`src/rtl/control_unit_if.sv`:
```
// Control-strobe bundle between the sequencer and the single-bus datapath.
// Zero latency wiring; no backpressure, the datapath obeys every strobe in the cycle it is driven.
interface control_unit_if;
  logic [31:0] ir;
  logic        con_ff;
  logic        stop;
  logic        run;
  logic        PCout, PCin, IncPC;
  logic        MARin, MDRin, MDRout, MDRread, RAMwrite;
  logic        IRin, RYin, RZinLo, RZinHi, RZoutLo, RZoutHi;
  logic        HIin, HIout, LOin, LOout;
  logic        Gra, Grb, Grc, Rin, Rout, BAout, RCout;
  logic        CONin, InPortOut, OutPortIn;

  modport master (
    input  ir, con_ff, stop,
    output run, PCout, PCin, IncPC, MARin, MDRin, MDRout, MDRread, RAMwrite,
           IRin, RYin, RZinLo, RZinHi, RZoutLo, RZoutHi, HIin, HIout, LOin, LOout,
           Gra, Grb, Grc, Rin, Rout, BAout, RCout, CONin, InPortOut, OutPortIn
  );

  modport slave (
    output ir, con_ff, stop,
    input  run, PCout, PCin, IncPC, MARin, MDRin, MDRout, MDRread, RAMwrite,
           IRin, RYin, RZinLo, RZinHi, RZoutLo, RZoutHi, HIin, HIout, LOin, LOout,
           Gra, Grb, Grc, Rin, Rout, BAout, RCout, CONin, InPortOut, OutPortIn
  );
endinterface

```
`src/rtl/control_unit.sv`:
```
// Hardwired Moore sequencer: fetch F0-F2, execute T3-T7, one state per cycle (memory steps held MEM_WAIT cycles).
// No backpressure input; stop is honoured only at instruction boundaries, halt parks until clear.
module control_unit #(
  parameter int MEM_WAIT = 1
) (
  input logic            clock,
  input logic            clear,
  control_unit_if.master cu
);
  typedef enum logic [3:0] {
    S_RST, S_F0, S_F1, S_F2, S_T3, S_T4, S_T5, S_T6, S_T7, S_STOP, S_HALT
  } state_t;

  typedef enum logic [3:0] {
    C_LD, C_LDI, C_ST, C_ALU, C_IMM, C_MULDIV, C_NEGNOT, C_BR,
    C_JR, C_JAL, C_IN, C_OUT, C_MFHI, C_MFLO, C_HALT, C_NOP
  } iclass_t;

  state_t      state, state_nxt, boundary;
  iclass_t     iclass;
  logic [1:0]  wait_cnt, wait_cnt_nxt;
  logic [2:0]  last_step;
  logic        mem_done;
  logic        unused_ir;

  assign unused_ir = ^cu.ir[26:0];
  assign mem_done  = (wait_cnt == 2'(MEM_WAIT - 1));
  // Every instruction end funnels through here so stop is only seen between instructions.
  assign boundary  = cu.stop ? S_STOP : S_F0;

  always_comb begin
    iclass = C_NOP;
    case (cu.ir[31:27]) inside
      5'd0:            iclass = C_LD;
      5'd1:            iclass = C_LDI;
      5'd2:            iclass = C_ST;
      [5'd3:5'd11]:    iclass = C_ALU;
      [5'd12:5'd14]:   iclass = C_IMM;
      5'd15, 5'd16:    iclass = C_MULDIV;
      5'd17, 5'd18:    iclass = C_NEGNOT;
      5'd19:           iclass = C_BR;
      5'd20:           iclass = C_JR;
      5'd21:           iclass = C_JAL;
      5'd22:           iclass = C_IN;
      5'd23:           iclass = C_OUT;
      5'd24:           iclass = C_MFHI;
      5'd25:           iclass = C_MFLO;
      5'd27:           iclass = C_HALT;
      default:         iclass = C_NOP;
    endcase
  end

  always_comb begin
    case (iclass)
      C_ALU, C_IMM, C_LDI: last_step = 3'd5;
      C_MULDIV, C_BR:      last_step = 3'd6;
      C_NEGNOT, C_JAL:     last_step = 3'd4;
      C_LD, C_ST:          last_step = 3'd7;
      default:             last_step = 3'd3;
    endcase
  end

  always_ff @(posedge clock or negedge clear) begin
    if (!clear) begin
      state    <= S_RST;
      wait_cnt <= 2'd0;
    end else begin
      state    <= state_nxt;
      wait_cnt <= wait_cnt_nxt;
    end
  end

  always_comb begin
    state_nxt    = state;
    wait_cnt_nxt = 2'd0;
    cu.run = 1'b0;
    cu.PCout = 1'b0;  cu.PCin = 1'b0;    cu.IncPC = 1'b0;
    cu.MARin = 1'b0;  cu.MDRin = 1'b0;   cu.MDRout = 1'b0;  cu.MDRread = 1'b0; cu.RAMwrite = 1'b0;
    cu.IRin = 1'b0;   cu.RYin = 1'b0;    cu.RZinLo = 1'b0;  cu.RZinHi = 1'b0;
    cu.RZoutLo = 1'b0; cu.RZoutHi = 1'b0;
    cu.HIin = 1'b0;   cu.HIout = 1'b0;   cu.LOin = 1'b0;    cu.LOout = 1'b0;
    cu.Gra = 1'b0;    cu.Grb = 1'b0;     cu.Grc = 1'b0;     cu.Rin = 1'b0;     cu.Rout = 1'b0;
    cu.BAout = 1'b0;  cu.RCout = 1'b0;
    cu.CONin = 1'b0;  cu.InPortOut = 1'b0; cu.OutPortIn = 1'b0;

    case (state)
      S_RST:  state_nxt = S_F0;
      S_STOP: if (!cu.stop) state_nxt = S_F0;
      S_HALT: state_nxt = S_HALT;
      S_F0: begin
        cu.run = 1'b1; cu.PCout = 1'b1; cu.MARin = 1'b1; cu.IncPC = 1'b1;
        state_nxt = S_F1;
      end
      S_F1: begin
        cu.run = 1'b1; cu.MDRread = 1'b1; cu.MDRin = 1'b1;
        if (mem_done) state_nxt = S_F2;
        else wait_cnt_nxt = wait_cnt + 2'd1;
      end
      S_F2: begin
        cu.run = 1'b1; cu.MDRout = 1'b1; cu.IRin = 1'b1;
        state_nxt = S_T3;
      end
      S_T3: begin
        cu.run = 1'b1;
        case (iclass)
          C_ALU, C_IMM: begin cu.Grb = 1'b1; cu.Rout = 1'b1; cu.RYin = 1'b1; end
          C_MULDIV:     begin cu.Gra = 1'b1; cu.Rout = 1'b1; cu.RYin = 1'b1; end
          C_NEGNOT:     begin cu.Grb = 1'b1; cu.Rout = 1'b1; cu.RZinLo = 1'b1; end
          C_LD, C_LDI, C_ST: begin cu.Grb = 1'b1; cu.BAout = 1'b1; cu.RYin = 1'b1; end
          C_BR:         begin cu.Gra = 1'b1; cu.Rout = 1'b1; cu.CONin = 1'b1; end
          C_JR:         begin cu.Gra = 1'b1; cu.Rout = 1'b1; cu.PCin = 1'b1; end
          C_JAL:        begin cu.PCout = 1'b1; cu.Grb = 1'b1; cu.Rin = 1'b1; end
          C_IN:         begin cu.InPortOut = 1'b1; cu.Gra = 1'b1; cu.Rin = 1'b1; end
          C_OUT:        begin cu.Gra = 1'b1; cu.Rout = 1'b1; cu.OutPortIn = 1'b1; end
          C_MFHI:       begin cu.HIout = 1'b1; cu.Gra = 1'b1; cu.Rin = 1'b1; end
          C_MFLO:       begin cu.LOout = 1'b1; cu.Gra = 1'b1; cu.Rin = 1'b1; end
          default:      ;
        endcase
        if (iclass == C_HALT)       state_nxt = S_HALT;
        else if (last_step == 3'd3) state_nxt = boundary;
        else                        state_nxt = S_T4;
      end
      S_T4: begin
        cu.run = 1'b1;
        case (iclass)
          C_ALU:        begin cu.Grc = 1'b1; cu.Rout = 1'b1; cu.RZinLo = 1'b1; end
          C_IMM, C_LD, C_LDI, C_ST: begin cu.RCout = 1'b1; cu.RZinLo = 1'b1; end
          C_MULDIV:     begin cu.Grb = 1'b1; cu.Rout = 1'b1; cu.RZinLo = 1'b1; cu.RZinHi = 1'b1; end
          C_NEGNOT:     begin cu.RZoutLo = 1'b1; cu.Gra = 1'b1; cu.Rin = 1'b1; end
          C_BR:         begin cu.PCout = 1'b1; cu.RYin = 1'b1; end
          C_JAL:        begin cu.Gra = 1'b1; cu.Rout = 1'b1; cu.PCin = 1'b1; end
          default:      ;
        endcase
        state_nxt = (last_step == 3'd4) ? boundary : S_T5;
      end
      S_T5: begin
        cu.run = 1'b1;
        case (iclass)
          C_ALU, C_IMM, C_LDI: begin cu.RZoutLo = 1'b1; cu.Gra = 1'b1; cu.Rin = 1'b1; end
          C_MULDIV:     begin cu.RZoutLo = 1'b1; cu.LOin = 1'b1; end
          C_LD, C_ST:   begin cu.RZoutLo = 1'b1; cu.MARin = 1'b1; end
          C_BR:         begin cu.RCout = 1'b1; cu.RZinLo = 1'b1; end
          default:      ;
        endcase
        state_nxt = (last_step == 3'd5) ? boundary : S_T6;
      end
      S_T6: begin
        cu.run = 1'b1;
        case (iclass)
          C_MULDIV:     begin cu.RZoutHi = 1'b1; cu.HIin = 1'b1; end
          C_LD:         begin cu.MDRread = 1'b1; cu.MDRin = 1'b1; end
          C_ST:         begin cu.Gra = 1'b1; cu.Rout = 1'b1; cu.MDRin = 1'b1; end
          // The only Mealy term: branch target is written back only when CON says taken.
          C_BR:         begin cu.RZoutLo = cu.con_ff; cu.PCin = cu.con_ff; end
          default:      ;
        endcase
        if (iclass == C_LD && !mem_done) begin
          wait_cnt_nxt = wait_cnt + 2'd1;
        end else if (last_step == 3'd6) begin
          state_nxt = boundary;
        end else begin
          state_nxt = S_T7;
        end
      end
      S_T7: begin
        cu.run = 1'b1;
        case (iclass)
          C_LD:    begin cu.MDRout = 1'b1; cu.Gra = 1'b1; cu.Rin = 1'b1; end
          C_ST:    cu.RAMwrite = 1'b1;
          default: ;
        endcase
        state_nxt = boundary;
      end
      default: state_nxt = S_RST;
    endcase
  end
endmodule

```
`src/flat_wrapper.sv`:
```
// flat-port wrapper written by rule: the top's interface ports become plain ports
module control_unit_flat 
#(
  parameter int MEM_WAIT = 1
)
  (clock, clear, cu_ir, cu_con_ff, cu_stop, cu_run, cu_PCout, cu_PCin, cu_IncPC, cu_MARin, cu_MDRin, cu_MDRout, cu_MDRread, cu_RAMwrite, cu_IRin, cu_RYin, cu_RZinLo, cu_RZinHi, cu_RZoutLo, cu_RZoutHi, cu_HIin, cu_HIout, cu_LOin, cu_LOout, cu_Gra, cu_Grb, cu_Grc, cu_Rin, cu_Rout, cu_BAout, cu_RCout, cu_CONin, cu_InPortOut, cu_OutPortIn);
  control_unit_if cu_i ();
  input logic clock;
  input logic clear;
  input wire logic [$bits(cu_i.ir)-1:0] cu_ir;
  input wire logic [$bits(cu_i.con_ff)-1:0] cu_con_ff;
  input wire logic [$bits(cu_i.stop)-1:0] cu_stop;
  output wire logic [$bits(cu_i.run)-1:0] cu_run;
  output wire logic [$bits(cu_i.PCout)-1:0] cu_PCout;
  output wire logic [$bits(cu_i.PCin)-1:0] cu_PCin;
  output wire logic [$bits(cu_i.IncPC)-1:0] cu_IncPC;
  output wire logic [$bits(cu_i.MARin)-1:0] cu_MARin;
  output wire logic [$bits(cu_i.MDRin)-1:0] cu_MDRin;
  output wire logic [$bits(cu_i.MDRout)-1:0] cu_MDRout;
  output wire logic [$bits(cu_i.MDRread)-1:0] cu_MDRread;
  output wire logic [$bits(cu_i.RAMwrite)-1:0] cu_RAMwrite;
  output wire logic [$bits(cu_i.IRin)-1:0] cu_IRin;
  output wire logic [$bits(cu_i.RYin)-1:0] cu_RYin;
  output wire logic [$bits(cu_i.RZinLo)-1:0] cu_RZinLo;
  output wire logic [$bits(cu_i.RZinHi)-1:0] cu_RZinHi;
  output wire logic [$bits(cu_i.RZoutLo)-1:0] cu_RZoutLo;
  output wire logic [$bits(cu_i.RZoutHi)-1:0] cu_RZoutHi;
  output wire logic [$bits(cu_i.HIin)-1:0] cu_HIin;
  output wire logic [$bits(cu_i.HIout)-1:0] cu_HIout;
  output wire logic [$bits(cu_i.LOin)-1:0] cu_LOin;
  output wire logic [$bits(cu_i.LOout)-1:0] cu_LOout;
  output wire logic [$bits(cu_i.Gra)-1:0] cu_Gra;
  output wire logic [$bits(cu_i.Grb)-1:0] cu_Grb;
  output wire logic [$bits(cu_i.Grc)-1:0] cu_Grc;
  output wire logic [$bits(cu_i.Rin)-1:0] cu_Rin;
  output wire logic [$bits(cu_i.Rout)-1:0] cu_Rout;
  output wire logic [$bits(cu_i.BAout)-1:0] cu_BAout;
  output wire logic [$bits(cu_i.RCout)-1:0] cu_RCout;
  output wire logic [$bits(cu_i.CONin)-1:0] cu_CONin;
  output wire logic [$bits(cu_i.InPortOut)-1:0] cu_InPortOut;
  output wire logic [$bits(cu_i.OutPortIn)-1:0] cu_OutPortIn;
  assign cu_i.ir = cu_ir;
  assign cu_i.con_ff = cu_con_ff;
  assign cu_i.stop = cu_stop;
  assign cu_run = cu_i.run;
  assign cu_PCout = cu_i.PCout;
  assign cu_PCin = cu_i.PCin;
  assign cu_IncPC = cu_i.IncPC;
  assign cu_MARin = cu_i.MARin;
  assign cu_MDRin = cu_i.MDRin;
  assign cu_MDRout = cu_i.MDRout;
  assign cu_MDRread = cu_i.MDRread;
  assign cu_RAMwrite = cu_i.RAMwrite;
  assign cu_IRin = cu_i.IRin;
  assign cu_RYin = cu_i.RYin;
  assign cu_RZinLo = cu_i.RZinLo;
  assign cu_RZinHi = cu_i.RZinHi;
  assign cu_RZoutLo = cu_i.RZoutLo;
  assign cu_RZoutHi = cu_i.RZoutHi;
  assign cu_HIin = cu_i.HIin;
  assign cu_HIout = cu_i.HIout;
  assign cu_LOin = cu_i.LOin;
  assign cu_LOout = cu_i.LOout;
  assign cu_Gra = cu_i.Gra;
  assign cu_Grb = cu_i.Grb;
  assign cu_Grc = cu_i.Grc;
  assign cu_Rin = cu_i.Rin;
  assign cu_Rout = cu_i.Rout;
  assign cu_BAout = cu_i.BAout;
  assign cu_RCout = cu_i.RCout;
  assign cu_CONin = cu_i.CONin;
  assign cu_InPortOut = cu_i.InPortOut;
  assign cu_OutPortIn = cu_i.OutPortIn;
  control_unit #(.MEM_WAIT(MEM_WAIT)) u_core (.clock(clock), .clear(clear), .cu(cu_i));
endmodule
```
`config.mk`:
```
export PLATFORM = sky130hd
export DESIGN_NAME = control_unit_flat
export DESIGN_NICKNAME = d
export VERILOG_FILES = /design/src/rtl/control_unit_if.sv /design/src/rtl/control_unit.sv /design/src/flat_wrapper.sv
export SDC_FILE = /design/constraint.sdc
export NUM_CORES = 1
export LEC_CHECK = 0
export ABC_AREA = 1
export CAP_MARGIN = 0
export CORE_UTILIZATION = 43
export CTS_BUF_LIST = sky130_fd_sc_hd__clkbuf_8
export CTS_CLUSTER_DIAMETER = 100
export DETAILED_ROUTE_END_ITERATION = 8
export GPL_TIMING_DRIVEN = 0
export HOLD_SLACK_MARGIN = 0.03
export PLACE_DENSITY_LB_ADDON = 0.2
export SLEW_MARGIN = 20
export SYNTH_ARGS = -nofsm -noshare
export SYNTH_HDL_FRONTEND = slang
export SYNTH_SLANG_ARGS = --single-unit
export TNS_END_PERCENT = 100
```
`constraint.sdc`:
```
create_clock -name clock -period 3.2 [get_ports clock]
set_clock_uncertainty 0.15 [all_clocks]
set_input_delay 0.32 -clock clock [delete_from_list [all_inputs] [get_ports clock]]
set_output_delay 0.32 -clock clock [all_outputs]
set_load 0.02 [all_outputs]
```
# ---- After elaboration in Yosys (flattened, before gate mapping)
# Memory sizes are Yosys's and may differ from the RTL's.
# Index checks and enable logic that the tools add are counted.
dict set report totals {
  register_bits 6
  mem_bits_ro 48
  in_bits 36
  out_inout_bits 29
  memories 1
}
dict set report classes {
  n_addsub 1
  order_cmp 4
  eq_ne 45
  n_mux 80
  n_reduce_logical 23
}
# memory words word_bits rd rd_ports_with_merged_regs wr line_no
set mem_list {}
lappend mem_list {{(name not given)} 16 3 1 0 0 control_unit.sv:54} ;# case (iclass)
# op count
set op_table {}
lappend op_table {{two-way mux 4 bit} 23}
lappend op_table {{equality test 5 bit, second input constant} 11}
lappend op_table {{one-hot mux 4 bit (11 select lines)} 1}
lappend op_table {{equality test 4 bit, second input constant} 10}
lappend op_table {{two-way mux 1 bit} 39}
lappend op_table {{equality test 4 x 3 -> 1 bit, second input constant} 8}
lappend op_table {{OR reduction 7 bit} 3}
lappend op_table {{equality test 4 x 2 -> 1 bit, second input constant} 4}
lappend op_table {{one-hot mux 1 bit (3 select lines)} 5}
lappend op_table {{one-hot mux 1 bit (2 select lines)} 7}
lappend op_table {{less-or-equal comparator 5 x 4 -> 1 bit, second input constant} 2}
lappend op_table {{equality test 3 bit, second input constant} 3}
lappend op_table {{OR reduction 3 bit} 3}
lappend op_table {{equality test 4 x 1 -> 1 bit, second input constant} 2}
lappend op_table {{zero test 4 bit} 2}
lappend op_table {{OR reduction 2 bit} 4}
lappend op_table {{OR reduction 4 bit} 2}
lappend op_table {{OR reduction 8 bit} 1}
lappend op_table {{OR reduction 6 bit} 1}
lappend op_table {{equality test 5 x 1 -> 1 bit, second input constant} 1}
lappend op_table {{equality test 5 x 2 -> 1 bit, second input constant} 1}
lappend op_table {{equality test 5 x 4 -> 1 bit, second input constant} 1}
lappend op_table {{greater-or-equal comparator 5 x 2 -> 1 bit, second input constant} 1}
lappend op_table {{greater-or-equal comparator 5 x 4 -> 1 bit, second input constant} 1}
lappend op_table {{13 further kinds} 17}

# ---- Depth between registers and ports, before layout
# An unclocked memory read counts as a cell.
dict set report logic_depth {
  word_depth 21
  ltp_mapped 14
  mapped_depth_nobuf 14
}

# ---- Least setup slack after synthesis
# OpenSTA, ideal clock, no wires.
dict set report synth_path {
  kind {input port to output port}
  start {in cu_ir[31]}
  end {out cu_BAout}
  arrival_time_ns 1.554
  required_ns 2.730
  setup_slack_ns 1.176
  cell_stages 6
  path_buffers 1
  path_cell_list {buf_6 > inv_1 > nand3_2 > nand4_1 > o21ai_0 > nor3_1}
}
dict set report synth_between {
  elab_chain_len 20
  elab_cells_between_ends 44
  classes_between {order compare: 4; eq/ne: 16; mux: 17; reduce/logical: 7}
}
# element line_no
set synth_rtl {}
lappend synth_rtl {{start, declared} flat_wrapper.sv:10} ;# input wire logic [$bits(cu_i.ir)-1:0] cu_ir;
lappend synth_rtl {{equality test 5 bit (no line)} n/a}
lappend synth_rtl {{two-way mux 1 bit} control_unit.sv:33} ;# case (cu.ir[31:27]) inside
lappend synth_rtl {{two-way mux 4 bit (13 in series)} control_unit.sv:33}
lappend synth_rtl {{two-way mux 4 bit (*)} control_unit.sv:33}
lappend synth_rtl {{equality test 4 x 1 -> 1 bit, or another cell as far along} control_unit.sv:105} ;# case (iclass)
lappend synth_rtl {{OR reduction 3 bit (*)} control_unit.sv:105}
lappend synth_rtl {{two-way mux 1 bit (*)} control_unit.sv:105}
lappend synth_rtl {{two-way mux 1 bit (*)} control_unit.sv:86} ;# case (state)
lappend synth_rtl {{end, declared} flat_wrapper.sv:37} ;# output wire logic [$bits(cu_i.BAout)-1:0] cu_BAout;
# Every way passes the cells marked *; elsewhere a longest branch is shown, timed or not.

# ---- Final worst setup path
dict set report layout_path {
  start {in cu_ir[30]}
  end {out cu_LOout}
}
dict set report layout_between {
  elab_chain_len 19
  elab_cells_between_ends 41
  classes_between {order compare: 4; eq/ne: 15; mux: 17; reduce/logical: 5}
}
# element line_no
set layout_rtl {}
lappend layout_rtl {{equality test 5 bit (no line)} n/a}
lappend layout_rtl {{two-way mux 1 bit} control_unit.sv:33}
lappend layout_rtl {{two-way mux 4 bit (13 in series)} control_unit.sv:33}
lappend layout_rtl {{two-way mux 4 bit (*)} control_unit.sv:33}
lappend layout_rtl {{equality test 4 bit (*)} control_unit.sv:105}
lappend layout_rtl {{two-way mux 1 bit (*)} control_unit.sv:105}
lappend layout_rtl {{two-way mux 1 bit (*)} control_unit.sv:86}
lappend layout_rtl {{end, declared} flat_wrapper.sv:31} ;# output wire logic [$bits(cu_i.LOout)-1:0] cu_LOout;
# Marked as above.

==> impl_metrics.py <==
metrics = {
    "finish": {
        "fillers": 242,
        "final_common_cell": "nand2_1",
        "layout_common_cells": "nand2_1, clkdlybuf4s50_1, inv_1, nor2_1, nand3_1",
        "drive_above_1_share_pct": 14.3,
        "nNetsFinal": 277,
        "syn2layout_area_growth_pct": 39.1,
        "diodes": 0,
    },
    "logic_synthesis": {
        "syn_area_per_cell_um2": 5.74,
        "yosys.area.top_type_share_pct": 13.2,
        "synth-edff-count": 0,
        "synth_top_area_cell": "dfrtp_1",
        "synth_ff_type": "dfrtp_1",
        "ys_ff_latch": 6,
        "synth.area.top_cells": "dfrtp_1, nand2_1, inv_1, nor2_1, nand3_1",
        "netlist_area_um2": 1140,
        "ys_types": 33,
        "ys_seq_area_share_pct": 13.2,
        "async_flop_share_pct": 100,
        "synthesis.nets": 236,
        "synthCells": 198,
        "synth_warnings": 0,
    },
    "timing": {
        "tightestPinTransition_ns": 0.454,
        "finalSetupTns_ns": 0,
        "final_hold_viol_count": 0,
        "layout_min_cycle_time_ns": 3.03,
        "maxSlewViolCount": 0,
        "fmax_ghz": 0.330,
        "period_share_pct": 94.7,
        "rsz0062_at_grt": "no",
        "timing.hold.ws_ns": 0.188,
        "setup_viol_count_final": 0,
        "relSlewSlack_pct": 69.5,
    },
    "power_and_ir_drop": {
        "pwr_density_cell_nw_per_um2": 526,
        "switchingPower_w": 0.000414,
        "intPower_w": 0.000417,
        "ir_drop_v": 0.000663,
        "seqPwrFrac_pct": 15.0,
        "p_comb_share_pct": 71.3,
        "p_leak_nw": 0.750,
        "p_sw_share_pct": 49.8,
        "pwr-share-clk_pct": 13.6,
    },
    "status": {
        "status": "complete, no violations",
    },
    "clock_tree": {
        "numCtsBuffers": 3,
        "cts_root_buffer": "clkbuf_8",
        "clockBufferDepth": 2,
        "post-cts-setup-buffer-count": 0,
        "htreeDepth": 1,
        "cts_num_sinks": 6,
        "cts_tree": "done",
        "clkLatencyLatePin_ns": 0.22,
        "cts.clk_slew.worst_paths_ns": 0.04,
    },
    "route": {
        "drtIter0Drc": 66,
        "vias": 1458,
        "routed_wl_um": 3310,
        "viasPerCell": 5.46,
        "drc_errors": 0,
        "drtPass1Iterations": 4,
        "wl_per_cell_um": 12.4,
        "postRouteAntennaNets": 0,
    },
    "floorplanning": {
        "initial_core_util_pct": 45.9,
        "design.die.area_um2": 2850,
        "die_h_um": 53.4,
        "io_pins": 65,
        "core-area_um2": 2480,
        "rows": 18,
        "die_w_um": 53.4,
    },
    "critical_path": {
        "reg2reg_from": "u_core.state[0]",
        "start_kind": "input port",
        "cp_max_fo": 7,
        "critPathArrivalTime_ns": 2.56,
        "crit_type": "input port to output port",
        "cp-end-kind": "output port",
        "r2r_slack_ns": 1.34,
        "cp_data_required_time_ns": 2.73,
        "critPathLaunch": "cu_ir[30]",
    },
    "worst_hold_path": {
        "hold_path.class": "input port to asynchronous set/reset pin",
    },
    "placed_design": {
        "dp_hpwl_um": 2690,
        "gp_congestion": 0.970,
        "io_buffers": 36,
    },
    "global_routing": {
        "antenna_found_initial": 0,
        "grt_pass1_wl_um": 5370,
        "grt_pass1_vias": 1219,
        "track_usage_pct": 25.2,
        "overflow": 0,
        "grt_start_max_net_pins": 11,
    },
    "job": {
        "drv_cap": 0,
    },
}
## per-stage QoR
step	setup WS (ns)	cell area, um2	utilization [%]	cells	power (W)
after floorplan	1.18	1140	-	198	0.000497
after global placement	0.123	1540	62.0	264	0.000716
after detailed placement	0.111	1540	62.0	264	0.000716
after CTS	0.102	1580	63.6	267	0.000831
after global routing	0.0132	1580	63.8	267	0.000907
final	0.170	1580	63.8	267	0.000831
## critical path, stage by stage
cell and delay, ns:
clkdlybuf4s50_1 0.63, nor2_4 0.11, nand2_2 0.11, nand2_2 0.05, nand2_2 0.13, nand3_2 0.12
nor2_4 0.12, nand2_2 0.08, inv_1 0.09, nand2_1 0.05, nor3_1 0.14, clkdlybuf4s50_1 0.63
## logic make-up (layout without fill, tap and decap cells)
| logic type | after synthesis | count (layout) | share of synthesized area (%) |
|---|---|---|---|
| fa+ha+maj | 2 | 2 | 2.20 |
| simple gates | 118 | 118 | 51.0 |
| compound gates | 30 | 30 | 18.4 |
| flops | 6 | 6 | 13.2 |
| buf+inv | 42 | 81 | 15.2 |
## power groups by stage
| stage | logic, W | clock network, W | registers, W |
|---|---|---|---|
| 6_report | 0.000593 | 0.000113 | 0.000125 |
| 4_1_cts | 0.000593 | 0.000114 | 0.000124 |
| 5_1_grt | 0.000659 | 0.000121 | 0.000127 |
| 2_1_floorplan | 0.000377 | 0 | 0.000120 |
| 3_5_place_dp | 0.000591 | 0 | 0.000125 |
| 3_3_place_gp | 0.000590 | 0 | 0.000126 |
## repair_timing
action | CTS | global route
endpoints found under the setup margin | 0 | 2
gates resized for setup | 0 | 2
hold endpoints to repair | 0 | 0
hold buffers | 0 | 0
## sequential cells by signal (all words and copies together), names as in the netlist
register and cells:
u_core.state 4, u_core.wait_cnt 2
## cells in the mapped netlist (4+ instances only)
cell,number
dfrtp_1,6
inv_1,33
inv_2,6
nand2_1,36
nand2_2,5
nand3_1,17
nand3_2,4
nand4_1,8
nor2_1,31
nor2_2,7
o211ai_1,5
o21ai_0,7
## path summary, 6_finish.rpt
check	endpoint	cells after the start
worst max-delay path	cu_LOout	12
worst min-delay path	u_core.state[0]	1
worst max register to register	u_core.state[3]	9
worst min register to register	u_core.wait_cnt[0]	1
max in group asynchronous	u_core.wait_cnt[0]	1
min in group clock	u_core.wait_cnt[0]	1
## area by class of cell
type                    count  area (um2)  share of cell area [%]
plain buffers               3        26.3                    1.66
repair buffers             36         365                    23.1
flip-flops and latches      6         150                    9.49
multi-input cells         150         815                    51.5
well taps                  30        37.5                    2.37
inverters                  39         146                    9.26
clock buffers               3        41.3                    2.61
## routing by layer
layer / GRT usage [%] / vias up / part of all wire [%] / wire length [um]
li1: - / 740 / - / -
met1: 34.8 / 656 / 47 / 1560
met2: 41.7 / 60 / 46 / 1520
met3: 3.16 / 2 / 6.7 / 222
met4: 3.95 / 0 / 0.27 / 9
met5: 0 / - / 0 / 0
Note: power is estimated with default switching activity, not from simulation.
